## src/rtl/pipe_skid_buffer.sv

```systemverilog
// ----------------------------------------------------------------------------
// pipe_skid_buffer
//   Two-entry registered skid buffer between two processor pipeline stages.
//   enq_rdy and all dequeue outputs come from registers only, so there is no
//   combinational path from deq_rdy back to enq_rdy. It sustains one transfer
//   per cycle, keeps strict FIFO order, and supports a synchronous squash
//   that empties the buffer for branch/jump redirects.
//
// Ports
//   clk        clock, all state updates on posedge
//   reset      asynchronous active-low reset (0 = asserted)
//   squash     synchronous flush of all buffered entries (highest priority)
//   enq_val    upstream message valid
//   enq_rdy    buffer can accept a message this cycle
//   enq_msg    upstream message, p_nbits wide
//   deq_val    head entry valid
//   deq_rdy    downstream accepts head this cycle
//   deq_msg    head entry data
//   occupancy  number of valid entries (0..2)
// ----------------------------------------------------------------------------
module pipe_skid_buffer #(
  parameter int unsigned p_nbits = 32
) (
  input  logic               clk,
  input  logic               reset,
  input  logic               squash,
  input  logic               enq_val,
  output logic               enq_rdy,
  input  logic [p_nbits-1:0] enq_msg,
  output logic               deq_val,
  input  logic               deq_rdy,
  output logic [p_nbits-1:0] deq_msg,
  output logic [1:0]         occupancy
);

  typedef enum logic [1:0] {
    EMPTY = 2'd0,
    ONE   = 2'd1,
    FULL  = 2'd2
  } state_e;

  state_e             state_q, state_d;
  logic [p_nbits-1:0] main_q,  main_d;
  logic [p_nbits-1:0] skid_q,  skid_d;

  logic enq_fire;
  logic deq_fire;

  // Fire terms are derived from state directly, never from deq_rdy into enq_rdy.
  assign enq_fire = enq_val & (state_q != FULL);
  assign deq_fire = deq_rdy & (state_q != EMPTY);

  // State and data registers
  always_ff @(posedge clk or negedge reset) begin
    if (!reset) begin
      state_q <= EMPTY;
      main_q  <= '0;
      skid_q  <= '0;
    end else begin
      state_q <= state_d;
      main_q  <= main_d;
      skid_q  <= skid_d;
    end
  end

  // Next-state and data steering
  always_comb begin
    state_d = state_q;
    main_d  = main_q;
    skid_d  = skid_q;
    if (squash) begin
      // Data registers are left as-is; only the state is flushed.
      state_d = EMPTY;
    end else begin
      unique case (state_q)
        EMPTY: begin
          if (enq_fire) begin
            main_d  = enq_msg;
            state_d = ONE;
          end
        end
        ONE: begin
          if (enq_fire && deq_fire) begin
            main_d  = enq_msg;
          end else if (enq_fire) begin
            skid_d  = enq_msg;
            state_d = FULL;
          end else if (deq_fire) begin
            state_d = EMPTY;
          end
        end
        FULL: begin
          if (deq_fire) begin
            main_d  = skid_q;
            state_d = ONE;
          end
        end
        default: state_d = EMPTY;
      endcase
    end
  end

  // Outputs, registers only
  always_comb begin
    enq_rdy   = (state_q != FULL);
    deq_val   = (state_q != EMPTY);
    deq_msg   = main_q;
    occupancy = state_q;
  end

`ifndef SYNTHESIS
  always @(posedge clk) begin
    if (reset) begin
      assert (!$isunknown({enq_val, deq_rdy, squash}))
        else $error("pipe_skid_buffer: X on enq_val/deq_rdy/squash");
    end
  end
`endif

endmodule

```

## config.mk

```make
export PLATFORM = sky130hd
export DESIGN_NAME = pipe_skid_buffer
export DESIGN_NICKNAME = d
export VERILOG_FILES = /design/src/rtl/pipe_skid_buffer.sv
export SDC_FILE = /design/constraint.sdc
export NUM_CORES = 1
export LEC_CHECK = 0
export CAP_MARGIN = 10
export CORE_MARGIN = 2
export CORE_UTILIZATION = 41
export CTS_BUF_LIST = sky130_fd_sc_hd__clkbuf_4 sky130_fd_sc_hd__clkbuf_8
export CTS_CLUSTER_SIZE = 14
export DETAILED_ROUTE_END_ITERATION = 10
export PLACE_DENSITY = 0.79
export SKIP_CTS_REPAIR_TIMING = 1
export SYNTH_ARGS = -nofsm -noshare
export SYNTH_HDL_FRONTEND = slang
export SYNTH_SLANG_ARGS = --single-unit
export TNS_END_PERCENT = 1
```

## constraint.sdc

```tcl
create_clock -name clk -period 1.8 [get_ports clk]
set_input_delay 0.36 -clock clk [delete_from_list [all_inputs] [get_ports clk]]
set_output_delay 0.36 -clock clk [all_outputs]
set_load 0.005 [all_outputs]
```

Word level (Yosys, flattened, before mapping)
Index checks and enable logic that the tools add are counted.
{"block": "classes", "eq_ne": 10, "n_mux": 11, "n_bitwise": 4, "reduce_logical": 7}
{"op": "32-bit 2-to-1 mux", "count": 3}
{"op": "32-bit one-hot mux with 3 select lines", "count": 1}
{"op": "2-bit 2-to-1 mux", "count": 6}
{"op": "3-bit inequality test (second input constant)", "count": 3}
{"op": "2-bit inequality test (second input constant)", "count": 4}
{"op": "4-bit AND reduction", "count": 2}
{"op": "2-bit one-hot mux with 3 select lines", "count": 1}
{"op": "5-bit AND reduction", "count": 1}
{"op": "4-bit inequality test (second input constant)", "count": 1}
{"op": "3-bit nonzero test", "count": 1}
{"op": "1-bit bitwise AND", "count": 2}
{"op": "2-bit by 1-bit == test with 1-bit output (second input constant)", "count": 1}
{"op": "2-bit == test (second input constant)", "count": 1}
{"op": "2-bit logical NOT", "count": 1}
{"op": "1-bit inverter", "count": 2}
{"op": "2-bit nonzero test", "count": 1}
{"op": "1-bit logical AND", "count": 1}
{"block": "word_totals", "register_bits": 66, "word_cells": 35}

Depth between registers and ports, before layout
{"block": "depth", "ltp_word": 7, "depth_mapped": 5}

Worst setup path after synthesis
No wires, ideal clock.
{"block": "synth_timing", "path_type": "register to register", "startpoint": "register state_q[1] (netlist: occupancy[1])", "endpoint": "register skid_q[3]", "setup_time_ns": 0.125, "arrival_time_ns": 1.434, "slack_ns": 0.241, "stages_incl_launch_ff": 5, "path_buffers": 1, "synth_period_minus_slack_ns": 1.559, "path_cell_list": "dfrtp_1 > nor2b_2 > nor3b_4 > buf_6 > mux2_2"}
{"block": "synth_via", "elab_chain_cells": 5, "word_cells_on_any_way": 8, "classes_between": "eq/ne: 2; bitwise: 3; reduce/logical: 3"}
{"element": "from (decl)", "line": "42", "source": "state_e state_q, state_d;"}
{"element": "from (signal assigned)", "line": "60", "source": "state_q <= state_d;"}
{"element": "2-bit inequality test / 2-bit nonzero test (equally long branches)", "line": "50, 51"}
{"element": "1-bit bitwise AND (on tied branches)", "line": "50, 51"}
{"element": "1-bit logical AND", "line": "83", "source": "if (enq_fire && deq_fire) begin"}
{"element": "1-bit inverter (no line)"}
{"element": "4-bit AND reduction (no line) *"}
{"element": "to (signal assigned)", "line": "62", "source": "skid_q <= skid_d;"}
{"element": "to (decl)", "line": "44", "source": "logic [p_nbits-1:0] skid_q, skid_d;"}
Every way passes the cells marked *; elsewhere a longest branch is shown, timed or not.
A chain may end at the register's enable or synchronous reset.

Worst setup path in the final report
{"block": "layout_timing", "startpoint": "register state_q[1] (netlist: occupancy[1])", "endpoint": "output port occupancy[1]"}
{"element": "to (decl)", "line": "33", "source": "output logic [1:0] occupancy"}
No word-level cell between the ends.

==> metrics.cfg <==
[drt]
drc_errors = 0
first_iter_violations = 36
first_pass_iters = 4
wire_per_inst_um = 14.69
vias = 1810
routed_via_density = 4.801
routed_wirelength_mm = 5.539
ant_nets = 0

[timing]
drv_slew = 0
maxSlewHeadroom = 0.7653
hold_viol_final = 0
finClkSkew_ns = 0.008804
grt_setup_unrepaired = false
post-route-worst-setup-slack_ns = 0.07717
finalCritPeriodShare = 0.9571
tightest_slew_ns = 0.3521
fmax_mhz = 580.4
setup_viol = 0
min_period_ns = 1.723

[synth]
synth_compound_area_frac = 0.01455
syn_avg_cell_area_sq_um = 16.01
synth_cell_types = 20
ys_seq_elements = 66
synth_top_family_by_area = multiplexers
synth-xor-area-share = 0
ys_warn_count = 0
synthesis.nets = 225
yosys.area_share.adder = 0
synthCells = 188
synth_simple_gate_area_frac = 0.02495
synthMuxAreaShare = 0.3692
syn-cell-area_sq_mm = 0.003009
yosysSeqAreaShare = 0.5489

[worst_setup_path]
startpoint_type = flop
reg2reg_from = occupancy[1]
endpoint = occupancy[1]
crit_required_ns = 1.44
reg2reg_slack_ns = 0.16
startpoint = occupancy[1]
path_class = flop to primary output
r2r_end = skid_q[0]
arrival_ns = 1.36
r2r_cells = 4
end_kind = primary output
critical_path.max_fanout = 7

[grt]
grt_pass1_wl_mm = 8.756
grt_overflow = 0
grt_max_degree = 67
antenna_found_initial = 0
track_usage = 0.1442
grt_pass1_vias = 1900

[die]
initial_utilization = 0.4194
chipWidth_um = 89.67
dieArea_sq_mm = 0.008041
ios = 73
rows = 31
chipHeight_um = 89.67
core_area_sq_mm = 0.007176

[clocking]
ctsRootBufferMaster = clkbuf_8
clock_sinks = 66
clk_pin_slew_ns = 0.06
clock_latency_ns = 0.33
clockBufferDepth = 2
cts_tree = built
cts_made_buffers = 9
h-tree-depth = 3

[status]
status = finished, final reports clean

[layout]
drive_above_1_share = 0.4424
final_area_sq_mm = 0.004065
fin_cells = 377
multi_input_area_sq_mm = 0.001235
diodes = 0
nNetsFinal = 311
fillers = 569
area_growth_pct = 35.09
final-seq-area_sq_mm = 0.001654

[place]
place_congestion = 0.7037
io_buffers = 72
dp_hpwl_mm = 3.812
dp_slack_ns = -0.2448
dp.cells = 361
placed_area_sq_mm = 0.003857

[min_path]
min_path_type = input port to async pin

[run]
cap_violations = 0

[pwr]
power.density_mw_per_mm2 = 1023
leakage_nw = 1.704
ir_worst_vdd_v = 0.0004946
power_mw = 4.158

## worst min-delay path by stage
stage / from / to / slack [ns] / depth (start not counted)
6_report: reset / skid_q[30] / 0.03 / 2
5_1_grt: reset / deq_msg[30] / 0.05 / 2
4_1_cts: reset / skid_q[24] / 0.05 / 2
3_5_place_dp: reset / deq_msg[30] / 0.41 / 2
3_3_place_gp: reset / deq_msg[30] / 0.40 / 2
2_1_floorplan: reset / deq_msg[0] / 0.06 / 0
## worst max-delay path, cell delays in order, from the launching register on
cell	delay [ns]
dfrtp_2	0.42
buf_4	0.13
clkdlybuf4s50_1	0.48
## kinds of logic (layout without fill, tap and decap cells)
family | Yosys count | after routing
muxes | 96 | 96
DFF | 66 | 66
buffers and inverters | 11 | 101
and+or+nand+nor | 10 | 10
AOI/OAI and AO/OA | 5 | 5
## where the power goes
part,leakage [nW],switching (mW),total (mW),internal [mW]
Sequential,0.793,0.175,2.01,1.84
Clock,0.103,0.510,1.21,0.696
Combinational,0.808,0.266,0.936,0.670
Total,1.70,0.951,4.16,3.21
## cell usage in the layout (no fill, tap or decap)
master           netlist  routed
dlymetal6s2s_1         0       2
clkbuf_8               0      10
bufinv_16              0       1
a21oi_1                2       2
or2_2                  1       1
nor3_1                 1       1
nor3b_4                1       1
buf_12                 0       3
buf_2                  0       1
inv_1                  1       1
o21a_1                 1       1
mux2_1                11      11
o22a_2                 1       1
nand2b_1               1       1
nand2_2                1       1
nor2b_4                0       1
nor2b_2                2       1
nor2_1                 1       1
clkbuf_4               0       2
a21oi_4                1       1
nand3b_1               1       1
dfrtp_2                0       2
mux2_2                77      77
clkdlybuf4s50_1        0      69
nand2_1                1       1
dfrtp_1               66      64
buf_4                  0      10
clkinv_2               0       2
mux2_4                 8       8
## synthesized netlist by cell type
| cell | instances | area, sq um |
|---|---|---|
| nor3_1 | 1 | 5.000 |
| mux2_1 | 11 | 123.9 |
| nand2_2 | 1 | 6.260 |
| or2_2 | 1 | 6.260 |
| o22a_2 | 1 | 10.01 |
| inv_1 | 1 | 3.750 |
| o21a_1 | 1 | 7.510 |
| mux2_2 | 77 | 867.1 |
| nand2b_1 | 1 | 6.260 |
| a21oi_1 | 2 | 10.01 |
| nand2_1 | 1 | 3.750 |
| a21oi_4 | 1 | 16.27 |
| nor2b_2 | 2 | 17.52 |
| mux2_4 | 8 | 120.1 |
| nor3b_4 | 1 | 18.77 |
| nand3b_1 | 1 | 7.510 |
| buf_6 | 7 | 78.83 |
| dfrtp_1 | 66 | 1652 |
| buf_8 | 3 | 45.04 |
| nor2_1 | 1 | 3.750 |
## cell type report
| type | count | share of cell area |
|---|---|---|
| repair buffers | 85 | 0.2105 |
| clock buffers | 12 | 0.03755 |
| inverters | 1 | 0.0009234 |
| clock inverters | 3 | 0.009849 |
| well taps | 99 | 0.03047 |
| multi-input cells | 111 | 0.3038 |
| flip-flops and latches | 66 | 0.4069 |
## metrics by stage
stage	TNS [ns]	hold WS, ns	utilization
finish	0	0.02828	0.5665
global placement	-12.76	0.4039	0.5376
global route	0	0.05414	0.5665
detailed placement	-13.44	0.4085	0.5376
CTS	-0.2455	0.04764	0.5644
floorplan	0	0.06441	-
## state kept, by name, indices dropped and copies added, names as in the netlist
| register | flops |
|---|---|
| deq_msg | 32 |
| occupancy | 2 |
| skid_q | 32 |
## per-layer routing
metal	vias to the layer above	part of all wire	GRT usage
met4	0	0.017	0.04885
met2	53	0.47	0.2406
met3	11	0.060	0.05393
li1	844	-	-
met5	-	0	0
met1	902	0.45	0.1715
Note: power is estimated with default switching activity, not from simulation.
